[config.mk]
export PLATFORM = sky130hd
export DESIGN_NAME = bcd_seg_scan
export DESIGN_NICKNAME = d
export VERILOG_FILES = /design/src/rtl/seg_pkg.sv /design/src/rtl/bcd_to_seg.sv /design/src/rtl/bcd_seg_scan.sv
export SDC_FILE = /design/constraint.sdc
export NUM_CORES = 1
export LEC_CHECK = 0
export ABC_CLOCK_PERIOD_IN_PS = 2200
export BUFFER_PORTS_ARGS = -buffer_cell sky130_fd_sc_hd__buf_2
export CAP_MARGIN = 15
export CORE_MARGIN = 2
export CORE_UTILIZATION = 57
export DETAILED_ROUTE_END_ITERATION = 8
export MAX_ROUTING_LAYER = met4
export PLACE_DENSITY = 0.83
export REMOVE_ABC_BUFFERS = 1
export SLEW_MARGIN = 20
export SYNTH_ARGS = -nofsm -noshare
export SYNTH_HDL_FRONTEND = slang
export SYNTH_SLANG_ARGS = --single-unit
[constraint.sdc]
create_clock -name clk -period 2.2 [get_ports clk]
set_input_delay 0.33 -clock clk [delete_from_list [all_inputs] [get_ports clk]]
set_output_delay 0.33 -clock clk [all_outputs]
set_load 0.01 [all_outputs]
[src/rtl/seg_pkg.sv]
// Shared constants and types for the BCD 7-segment scan display.
// Holds the active-low segment patterns (bit order gfedcba), the digit-enable
// encodings and the blink FSM state type.
package seg_pkg;

  // Active-low segment patterns, bit0=a ... bit6=g
  localparam logic [6:0] SEG_0    = 7'h40;
  localparam logic [6:0] SEG_1    = 7'h79;
  localparam logic [6:0] SEG_2    = 7'h24;
  localparam logic [6:0] SEG_3    = 7'h30;
  localparam logic [6:0] SEG_4    = 7'h19;
  localparam logic [6:0] SEG_5    = 7'h12;
  localparam logic [6:0] SEG_6    = 7'h02;
  localparam logic [6:0] SEG_7    = 7'h78;
  localparam logic [6:0] SEG_8    = 7'h00;
  localparam logic [6:0] SEG_9    = 7'h10;
  localparam logic [6:0] SEG_DASH = 7'h3F;
  localparam logic [6:0] SEG_OFF  = 7'h7F;

  // Active-low digit enables, bit0=units, bit1=tens
  localparam logic [1:0] DIG_UNITS = 2'b10;
  localparam logic [1:0] DIG_TENS  = 2'b01;
  localparam logic [1:0] DIG_OFF   = 2'b11;

  typedef enum logic {
    IDLE,
    BLINK
  } blink_state_e;

endpackage

[src/rtl/bcd_to_seg.sv]
// Combinational BCD to active-low 7-segment decoder.
// Ports:
//   bcd - 4-bit digit; values 10..15 decode to a dash
//   seg - active-low segments, bit0=a ... bit6=g
module bcd_to_seg
  import seg_pkg::*;
(
  input  logic [3:0] bcd,
  output logic [6:0] seg
);

  always_comb begin
    seg = SEG_DASH;
    case (bcd)
      4'd0:    seg = SEG_0;
      4'd1:    seg = SEG_1;
      4'd2:    seg = SEG_2;
      4'd3:    seg = SEG_3;
      4'd4:    seg = SEG_4;
      4'd5:    seg = SEG_5;
      4'd6:    seg = SEG_6;
      4'd7:    seg = SEG_7;
      4'd8:    seg = SEG_8;
      4'd9:    seg = SEG_9;
      default: seg = SEG_DASH;
    endcase
  end

endmodule

[src/rtl/bcd_seg_scan.sv]
// Two-digit multiplexed common-anode 7-segment driver with a blink alarm.
// The BCD value is latched into a shadow register at each frame start so a
// frame never mixes old and new digits. A time_out pulse starts (or restarts)
// a finite off/on blink sequence during which alarm is high.
// Optional build macro: LZ_BLANK_EN blanks a leading tens zero.
// Ports:
//   clk      - system clock
//   rst      - asynchronous active-high reset
//   bcd_in   - [7:4] tens, [3:0] units, BCD
//   time_out - single-cycle expiry pulse
//   seg      - active-low segments, bit0=a ... bit6=g (registered)
//   dig_sel  - active-low digit enables, bit0=units, bit1=tens (registered)
//   alarm    - high while the blink sequence runs
module bcd_seg_scan
  import seg_pkg::*;
#(
  parameter int unsigned SCAN_DIV     = 50000,
  parameter int unsigned BLINK_DIV    = 25000000,
  parameter int unsigned BLINK_CYCLES = 5
) (
  input  logic       clk,
  input  logic       rst,
  input  logic [7:0] bcd_in,
  input  logic       time_out,
  output logic [6:0] seg,
  output logic [1:0] dig_sel,
  output logic       alarm
);

  localparam int unsigned SCAN_W  = (SCAN_DIV > 1) ? $clog2(SCAN_DIV) : 1;
  localparam int unsigned BLINK_W = (BLINK_DIV > 1) ? $clog2(BLINK_DIV) : 1;
  localparam int unsigned HALF_W  = $clog2(2 * BLINK_CYCLES + 1);

  localparam logic [SCAN_W-1:0]  SCAN_MAX  = SCAN_W'(SCAN_DIV - 1);
  localparam logic [BLINK_W-1:0] BLINK_MAX = BLINK_W'(BLINK_DIV - 1);
  localparam logic [HALF_W-1:0]  HALF_LAST = HALF_W'(2 * BLINK_CYCLES - 1);

  logic [SCAN_W-1:0]  scan_cnt_q;
  logic               idx_q;
  logic [7:0]         shadow_q;

  blink_state_e       state_q, state_d;
  logic               phase_on_q, phase_on_d;
  logic [BLINK_W-1:0] blink_cnt_q, blink_cnt_d;
  logic [HALF_W-1:0]  half_cnt_q, half_cnt_d;

  logic [6:0]         seg_d;
  logic [1:0]         dig_sel_d;
  logic [3:0]         nibble;
  logic [6:0]         nibble_seg;

  // Scan counter and frame shadow; runs regardless of the blink FSM
  always_ff @(posedge clk or posedge rst) begin
    if (rst) begin
      scan_cnt_q <= '0;
      idx_q      <= 1'b0;
      shadow_q   <= 8'h00;
    end else if (scan_cnt_q == SCAN_MAX) begin
      scan_cnt_q <= '0;
      idx_q      <= ~idx_q;
      if (idx_q) begin
        shadow_q <= bcd_in;
      end
    end else begin
      scan_cnt_q <= scan_cnt_q + SCAN_W'(1);
    end
  end

  // Blink FSM next state
  always_comb begin
    state_d     = state_q;
    phase_on_d  = phase_on_q;
    blink_cnt_d = blink_cnt_q;
    half_cnt_d  = half_cnt_q;
    if (time_out) begin
      // Start or restart; takes priority over the final wrap
      state_d     = BLINK;
      phase_on_d  = 1'b0;
      blink_cnt_d = '0;
      half_cnt_d  = '0;
    end else if (state_q == BLINK) begin
      if (blink_cnt_q == BLINK_MAX) begin
        blink_cnt_d = '0;
        phase_on_d  = ~phase_on_q;
        half_cnt_d  = half_cnt_q + HALF_W'(1);
        if (half_cnt_q == HALF_LAST) begin
          state_d = IDLE;
        end
      end else begin
        blink_cnt_d = blink_cnt_q + BLINK_W'(1);
      end
    end
  end

  always_ff @(posedge clk or posedge rst) begin
    if (rst) begin
      state_q     <= IDLE;
      phase_on_q  <= 1'b0;
      blink_cnt_q <= '0;
      half_cnt_q  <= '0;
    end else begin
      state_q     <= state_d;
      phase_on_q  <= phase_on_d;
      blink_cnt_q <= blink_cnt_d;
      half_cnt_q  <= half_cnt_d;
    end
  end

  assign nibble = idx_q ? shadow_q[7:4] : shadow_q[3:0];

  bcd_to_seg u_bcd_to_seg (
    .bcd (nibble),
    .seg (nibble_seg)
  );

  // Output select; registered below so outputs lag idx/shadow/FSM by one clk
  always_comb begin
    seg_d     = nibble_seg;
    dig_sel_d = idx_q ? DIG_TENS : DIG_UNITS;
    if (state_q == BLINK && !phase_on_q) begin
      seg_d     = SEG_OFF;
      dig_sel_d = DIG_OFF;
    end
`ifdef LZ_BLANK_EN
    else if (idx_q && shadow_q[7:4] == 4'd0) begin
      seg_d     = SEG_OFF;
      dig_sel_d = DIG_OFF;
    end
`endif
  end

  always_ff @(posedge clk or posedge rst) begin
    if (rst) begin
      seg     <= SEG_OFF;
      dig_sel <= DIG_OFF;
    end else begin
      seg     <= seg_d;
      dig_sel <= dig_sel_d;
    end
  end

  assign alarm = (state_q == BLINK);

endmodule

== Word-level counts from Yosys, hierarchy flattened ==
Memories as Yosys holds them, arrays and structs flattened.
Cells that the tools add are included.

* Bits in registers: 65
* ROM bits: 112
* Logic and storage cells: 42
* Memories kept: 1
* Output and inout bits: 10

* Bitwise operators: 2
* Reduce and logical (&&, ||, !) cells: 6
* Equal/unequal tests: 3
* Muxes and demuxes: 18
* Add/subtract/negate cells: 3

{| class="wikitable"
|+ Memories
! name !! words !! bits a word !! rd ports !! clocked after Yosys merged registers in !! write ports !! line !! text
|-
| (no name shown) || 16 || 7 || 1 || 0 || 0 || bcd_to_seg.sv:14 || <nowiki>case (bcd)</nowiki>
|}

{| class="wikitable"
|+ Operator list
! operator !! number
|-
| $mux 25 || 3
|-
| $add 25x1->25 const B || 1
|-
| $eq 25x25->1 const B || 1
|-
| $add 16x1->16 const B || 1
|-
| $eq 16x16->1 const B || 1
|-
| $mux 16 || 1
|-
| $mux 4 || 4
|-
| $mux 1 || 7
|-
| $mux 7 || 1
|-
| $add 4x1->4 const B || 1
|-
| $eq 4x4->1 const B || 1
|-
| $mux 2 || 2
|-
| $reduce_and 2->1 || 2
|-
| $reduce_bool 2->1 || 2
|-
| $not 1->1 || 2
|-
| $logic_and 1x1->1 || 1
|-
| $logic_not 1->1 || 1
|}

== Longest topological paths before layout ==
Gate-level depths: netlist (run 1).

* Word-level depth: 5
* Depth in mapped cells: 8
* Depth with buffers taken out: 7

== Modules after synthesis ==
From an unflattened synthesis (run 1), not the netlist that was laid out.

* Cells, all modules: 327
* Area, all modules: 3335.7 um^2

{| class="wikitable"
|+ Modules (own cells, without submodules)
! module !! area each (um^2) !! instances !! cells each
|-
| bcd_seg_scan || 3130.5 || 1 || 294
|-
| bcd_to_seg || 205.2 || 1 || 33
|}

== Least setup slack after synthesis (run 1) ==
OpenSTA, ideal clock, no wires.

* Path kind: reg-to-reg
* Start: register blink_cnt_q[0]
* End: register blink_cnt_q[20]
* Arrival time: 1850 ps
* Data required time: 2122 ps
* Cell stages (with the launch flop): 7
* Slack: 272 ps
* Path through: dfrtp_1 > ha_1 > nand4_1 > or3_4 > buf_6 > or4_1 > a21oi_1

* Word-level cells in the longest chain between the ends: 4

{| class="wikitable"
|+ RTL lines
! what !! line !! text
|-
| from (decl) || bcd_seg_scan.sv:44 || <nowiki>logic [BLINK_W-1:0] blink_cnt_q, blink_cnt_d;</nowiki>
|-
| from (signal assigned) || bcd_seg_scan.sv:104 || <nowiki>blink_cnt_q <= blink_cnt_d;</nowiki>
|-
| $add 25x1->25 / $eq 25x25->1 (equally long branches) || bcd_seg_scan.sv:90, bcd_seg_scan.sv:82 ||
|-
| $mux 25 (*) || bcd_seg_scan.sv:82 || <nowiki>if (blink_cnt_q == BLINK_MAX) begin</nowiki>
|-
| $mux 25 (*) || bcd_seg_scan.sv:81 || <nowiki>end else if (state_q == BLINK) begin</nowiki>
|-
| $mux 25 (*) || bcd_seg_scan.sv:75 || <nowiki>if (time_out) begin</nowiki>
|}

Every way passes the cells marked *; elsewhere a longest branch is shown, timed or not. The select of a mux whose other input is x is not followed.
A chain may end at the register's enable or synchronous reset.

== Worst setup path in the final report (run 1) ==
* Start: register blink_cnt_q[0]
* End: register blink_cnt_q[24]

The elaborated chain is that of the path after synthesis.

==> results_dict.tcl, run 1 <==
set metrics [dict create \
    status "completed" \
    initial_core_util_pct 59.17 \
    post_cts_buffers 0 \
    dp_hpwl_um 4253 \
    placementRows 27 \
    fin_cells 423 \
    slew_headroom_pct 66.88 \
    gr-total-overflow 0 \
    final_min_period_over_clock_period_pct 93.48 \
    path_class "flip-flop to flip-flop" \
    seq_area_frac_synth_pct 49.96 \
    fin_tns_setup_ps 0 \
    synthDistinctLibCells 42 \
    synth_edf_count 0 \
    drtIter0Drc 164 \
    syn_to_final_growth_pct 11.95 \
    required_ps 2470 \
    ant_nets 0 \
    coreArea_mm2 0.005540 \
    nets 366 \
    netlist_instances 319 \
    cts_tree "yes" \
    postSynthRegisterBits 65 \
    drive_gt1_share_pct 19.09 \
    holdBufCountCts 0 \
    insertion_delay_ps 350 \
    wire_per_inst_um 14.61 \
    cts.reportedPaths.clkPinSlew_ps 70 \
    antenna_found_initial 0 \
    async_reset_ff_share_pct 100.0 \
    clock_path_buffers 2 \
    yosys_warnings 0 \
    post_cts_resized 0 \
    max_freq_ghz 0.4862 \
    firstDrtPassIters 4 \
    root_buffer "clkbuf_8" \
    arrival_ps 2330 \
    startpoint_type "flip-flop" \
    dieHeight_um 79.84 \
    ios 21 \
    netlist_area_mm2 0.003278 \
    vias 2494 \
    setup_violations 0 \
    gp_congestion 0.8756 \
    drt-vias-per-instance 5.896 \
    grt_max_degree 66 \
    dp_cells 407 \
    drc 0 \
    drv_cap 0 \
    grt_pass1_vias 2423 \
    path_max_fanout 12 \
    hold_viol 0 \
    ys.flop_type "dfrtp_1" \
    period_needed_ps 2057 \
    clkSinkCount 65 \
    skew_ps 10.04 \
    tightest_slew_ps 492.4 \
    leakage_nw 1.490 \
    fillers 433 \
    rsz0062_at_grt "no" \
    die_w_um 79.84 \
    h-tree-depth 3 \
    syn_avg_cell_area_um2 10.28 \
    n_antenna_cell 0 \
    wirelength_um 6181 \
    vdd_drop_max_v 0.0004619 \
    portBuffers 20 \
    grt_use_total_pct 22.54 \
    cp-end-kind "flip-flop" \
    die_area_mm2 0.006374 \
    powerDensity_mw_per_mm2 624.4 \
    cts_made_buffers 9 \
    grt_pass1_wl_um 10920 \
    hp-class "primary input to asynchronous set/reset pin" \
    drv_slew 0 \
]
-- per-stage QoR --
step           setup slack (ps)  utilization (%)  instance area (um^2)  total power [mW]  hold WS [ps]
5_1_grt                   15.88            66.24                  3670             2.370         58.59
3_5_place_dp              167.3            62.85                  3482             1.334         425.8
2_1_floorplan             122.3                -                  3227             1.294         393.1
4_1_cts                   154.4            66.24                  3670             2.309         53.36
3_3_place_gp              284.9            62.85                  3482             1.330         421.6
6_report                  143.3            66.24                  3670             2.292         32.72
-- worst max-delay path, cell delays in order (launching register included) --
cell	delay [ps]
dfrtp_1	380
ha_1	260
nand4_1	210
or3_4	440
or4_1	520
a21oi_1	160
-- sequential cells by signal, indices dropped and copies added, names as in the netlist --
register,count
seg,7
idx_q,1
half_cnt_q,4
scan_cnt_q,16
phase_on_q,1
shadow_q,8
blink_cnt_q,25
alarm,1
dig_sel,2
-- where the power goes --
group	internal, mW	leakage [nW]	switching (mW)	total (mW)
combinational	0.0358	0.560	0.0576	0.0934
clock	0.521	0.0933	0.460	0.982
sequential	1.21	0.837	0.00866	1.22
total	1.76	1.49	0.527	2.29
-- area by class of cell --
type	instances	area, um^2	share of cell area (%)
timing repair buffer	27	165.2	4.501
inverter	11	41.29	1.125
multi-input combinational	232	1548	42.18
sequential	65	1638	44.63
clock inverter	5	56.30	1.534
tap	72	90.09	2.455
clock buffer	11	131.4	3.580
-- cells in the mapped netlist, drive strengths merged (2+ instances only) --
library cell | count | area share (%)
and3 | 7 | 1.4
a21oi | 22 | 3.4
xor2 | 9 | 2.4
nor4b | 2 | 0.53
or4 | 11 | 2.5
o31ai | 11 | 2.5
nor3 | 8 | 1.2
nand2b | 5 | 0.95
a21boi | 2 | 0.46
nor2 | 21 | 2.4
ha | 9 | 3.4
mux2 | 10 | 3.4
a31oi | 2 | 0.38
inv | 11 | 1.3
nand2 | 22 | 2.5
clkbuf | 8 | 0.92
dfstp | 9 | 7.2
o211ai | 2 | 0.46
buf | 3 | 0.65
nor4bb | 4 | 1.2
nor4 | 2 | 0.38
o21ai | 16 | 2.4
and4 | 7 | 1.9
dfrtp | 56 | 43
nand4 | 11 | 2.1
mux2i | 7 | 2.1
nand3 | 16 | 2.8
xnor2 | 11 | 2.9
or3 | 8 | 1.7
-- layout by cell type, fill, tap and decap left out, drive strengths merged, types with 8 or more instances in the layout --
cell | synthesis | final
o31ai | 11 | 11
or4 | 11 | 11
xnor2 | 11 | 11
a21oi | 22 | 22
mux2 | 10 | 10
xor2 | 9 | 9
dfrtp | 56 | 56
nor2 | 21 | 21
nand3 | 16 | 16
inv | 11 | 11
nor3 | 8 | 8
nand2 | 22 | 22
or3 | 8 | 8
dfstp | 9 | 9
ha | 9 | 9
nand4 | 11 | 11
buf | 3 | 27
clkbuf | 8 | 11
o21ai | 16 | 16
-- per-layer routing --
| metal | track usage [%] | vias to the layer above | share of wire [%] |
|---|---|---|---|
| li1 | - | 1221 | - |
| met1 | 27.87 | 1204 | 46 |
| met2 | 35.97 | 57 | 47 |
| met3 | 6.787 | 12 | 5.0 |
| met4 | 6.949 | 0 | 1.5 |
| met5 | - | - | 0 |
-- final timing paths --
check                                      startpoint                     endpoint  slack [ps]  cells after the start
setup / recovery           blink_cnt_q[0]$_DFFE_PP0P_  blink_cnt_q[24]$_DFFE_PP0P_         140                      5
max in group asynchronous                         rst             seg[4]$_DFF_PP1_        1860                      3
setup reg to reg           blink_cnt_q[0]$_DFFE_PP0P_  blink_cnt_q[24]$_DFFE_PP0P_         140                      5
min in group clk                            bcd_in[6]      shadow_q[6]$_DFFE_PP0P_         210                      2
hold reg to reg              scan_cnt_q[15]$_DFF_PP0_     scan_cnt_q[15]$_DFF_PP0_         490                      1
hold / removal                                    rst      scan_cnt_q[1]$_DFF_PP0_          30                      3
-- cell families after synthesis --
logic type,count (synthesis),synth area share (%)
fa+ha+maj,9,3.435
mux,17,5.573
buf+inv,22,2.824
xor+xnor,20,5.344
compound gates,60,10.80
simple gates,126,22.06
flops,65,49.96
No activity file was read; power rests on OpenSTA's default activity.
==> inputs of run 2 (changes only) <==
--- a/config.mk
+++ b/config.mk
@@ -17,4 +17,5 @@
 export SLEW_MARGIN = 20
 export SYNTH_ARGS = -nofsm -noshare
 export SYNTH_HDL_FRONTEND = slang
+export SYNTH_HIERARCHICAL = 1
 export SYNTH_SLANG_ARGS = --single-unit
==> run 2 against run 1 <==
Compared with the run above:
- utilization up 2.4 points
- die area is 1.7% higher
- sequential cell count stayed put
- highest routed layer unchanged
- setup slack got worse by 76 ps
- via count up 2.3%
- synthesized cell count rose by 2.5%
==> results_dict.tcl, run 2 <==
set metrics [dict create \
    holdBufCountCts 0 \
    async_reset_ff_share_pct 100.0 \
    drtIter0Drc 171 \
    regToRegSetupSlack_ps 70 \
    synth_edf_count 0 \
    portBuffers 20 \
    antenna_found_initial 0 \
    firstDrtPassIters 4 \
    skew_ps 7.022 \
    multi_input_area_mm2 0.001617 \
    r2r_start "blink_cnt_q[7]$_DFFE_PP0P_" \
    n_antenna_cell 0 \
    power_mw 2.336 \
    cp-end-kind "flip-flop" \
    powerDensity_mw_per_mm2 610.1 \
    ant_nets 0 \
    dieHeight_um 80.50 \
    placementRows 27 \
    cts_made_buffers 9 \
    root_buffer "clkbuf_8" \
    final_min_period_over_clock_period_pct 96.94 \
    vdd_drop_max_v 0.0004255 \
    wirelength_um 6402 \
    tightest_slew_ps 539.5 \
    path_class "flip-flop to flip-flop" \
    grt_pass1_wl_um 11050 \
    initial_core_util_pct 59.84 \
    syn_avg_cell_area_um2 10.20 \
    fillers 414 \
    cts_tree "yes" \
    fin_tns_setup_ps 0 \
    path_max_fanout 7 \
    yosys_warnings 6 \
    crit_family "simple AND/OR/NAND/NOR gates" \
    most-common-layout-cells "dfrtp_1, nor2_1, a21oi_1" \
    cp_cell_sequence "or4b_1 -> or4_4 -> or4_1 -> a21oi_1" \
    max_freq_ghz 0.4689 \
    period_needed_ps 2133 \
    coreArea_mm2 0.005574 \
    synth.most_common_cell "dfrtp_1" \
    largest_reg_flops 25 \
    r2r_end "half_cnt_q[2]$_DFFE_PP0P_" \
    gr-total-overflow 0 \
    syn_to_final_growth_pct 14.78 \
    synth_top_area_share_pct 42.01 \
    synthDistinctLibCells 46 \
    setup_violations 0 \
    required_ps 2460 \
    drv_cap 0 \
    status "completed" \
    slew_headroom_pct 63.98 \
    drv_slew 0 \
    gp_congestion 0.8315 \
    grt_max_degree 42 \
    rsz0062_at_grt "no" \
    netlist_area_mm2 0.003336 \
    final_common_cell "dfrtp_1" \
    arrival_ps 2400 \
    drive_gt1_share_pct 23.78 \
    dp_hpwl_um 4255 \
    crit_buf_inv 0 \
    hold_viol 0 \
    clkSinkCount 65 \
    top_register "blink_cnt_q" \
    reg_top3 "blink_cnt_q x25, scan_cnt_q x16, shadow_q x8" \
    slowest_delay_ps 560 \
    nets 385 \
    postSynthRegisterBits 65 \
    drt-vias-per-instance 5.771 \
    leakage_nw 1.589 \
    grt_pass1_vias 2457 \
    startpoint_type "flip-flop" \
    clock_path_buffers 2 \
    synth_area_leaders "dfrtp_1, dfstp_2, mux2_2" \
    cts.reportedPaths.clkPinSlew_ps 70 \
    hold_slack_ps 27.33 \
    insertion_delay_ps 340 \
    ys.flop_type "dfrtp_1" \
    ios 21 \
    netlist_instances 327 \
    seq_area_frac_synth_pct 49.10 \
    slowest_stage "or4b_1" \
    h-tree-depth 3 \
    wire_per_inst_um 14.48 \
    die_w_um 80.50 \
    seqCellArea_mm2 0.001638 \
    drc 0 \
    die_area_mm2 0.006480 \
    yosys.area.top_type "dfrtp_1" \
    hp-class "primary input to asynchronous set/reset pin" \
    vias 2551 \
    grt_use_total_pct 22.76 \
    r2r_cells 4 \
    synth.top_cells.by_count "dfrtp_1, nor2_1, a21oi_1" \
]
## run 2: cell types whose count changed after synthesis, moves of 3 or more
cell      change
nand2b_1     +10
nor2_1        +8
mux2i_1       -5
nor3_1        -5
mux2_2        +4
nor4_1        +4
o21ai_0       -4
inv_1         -3
nand3_1       -3
## run 2: stage by stage
stage | cells | setup WS (ps) | instance area [um^2] | util [%]
after global routing | 442 | 8.935 | 3829 | 68.69
final | 442 | 67.40 | 3829 | 68.69
after global placement | 424 | 65.29 | 3605 | 64.67
after detailed placement | 424 | 12.32 | 3605 | 64.67
after CTS | 440 | 12.49 | 3804 | 68.24
after floorplan | 314 | -299.1 | 3267 | -
## run 2: power breakdown
group	leakage [nW]	switching, mW	internal, mW
clock	0.103	0.433	0.582
combinational	0.649	0.0621	0.0420
sequential	0.837	0.00830	1.21
total	1.59	0.503	1.83
## run 2: area by class of cell
| cell class | count | area share (%) |
|---|---|---|
| clock buffers | 13 | 4.150 |
| clock inverters | 3 | 1.046 |
| inverters | 8 | 0.7843 |
| multi-input cells | 242 | 42.22 |
| flip-flops and latches | 65 | 42.78 |
| well taps | 72 | 2.353 |
| repair buffers | 39 | 6.667 |
## run 2: repair_timing
item | 4_1_cts | 5_1_grt
buffers inserted | 0 | 1
endpoints found under the setup margin | 0 | 10
resized for setup | 0 | 3
## run 2: logic make-up (layout without fill, tap and decap cells)
kind of cell / Yosys count / in the layout / share of synthesized area [%]
adder cells (fa/ha/maj): 9 / 9 / 3.376
multiplexers: 16 / 16 / 5.326
flip-flops: 65 / 65 / 49.10
XOR/XNOR: 21 / 21 / 5.514
AND/OR/NAND/NOR: 142 / 143 / 24.16
buffers and inverters: 21 / 63 / 2.963
AO/OA/AOI/OAI: 53 / 53 / 9.565
## run 2: routing by layer
metal | GRT usage [%] | part of all wire, %
met1 | 28.01 | 44
met2 | 36.50 | 51
met3 | 4.494 | 3.0
met4 | 10.34 | 2.1
met5 | - | 0
## run 2: worst max-delay path by stage
stage                                from                           to  slack, ps  cells past startpoint
2_1_floorplan  blink_cnt_q[7]$_DFFE_PP0P_  blink_cnt_q[10]$_DFFE_PP0P_       -300                      4
3_3_place_gp   blink_cnt_q[7]$_DFFE_PP0P_    half_cnt_q[2]$_DFFE_PP0P_         70                      4
3_5_place_dp   blink_cnt_q[7]$_DFFE_PP0P_    half_cnt_q[2]$_DFFE_PP0P_         10                      4
4_1_cts        blink_cnt_q[7]$_DFFE_PP0P_    half_cnt_q[2]$_DFFE_PP0P_         10                      4
5_1_grt        blink_cnt_q[7]$_DFFE_PP0P_    half_cnt_q[2]$_DFFE_PP0P_          9                      4
6_report       blink_cnt_q[7]$_DFFE_PP0P_    half_cnt_q[2]$_DFFE_PP0P_         70                      4
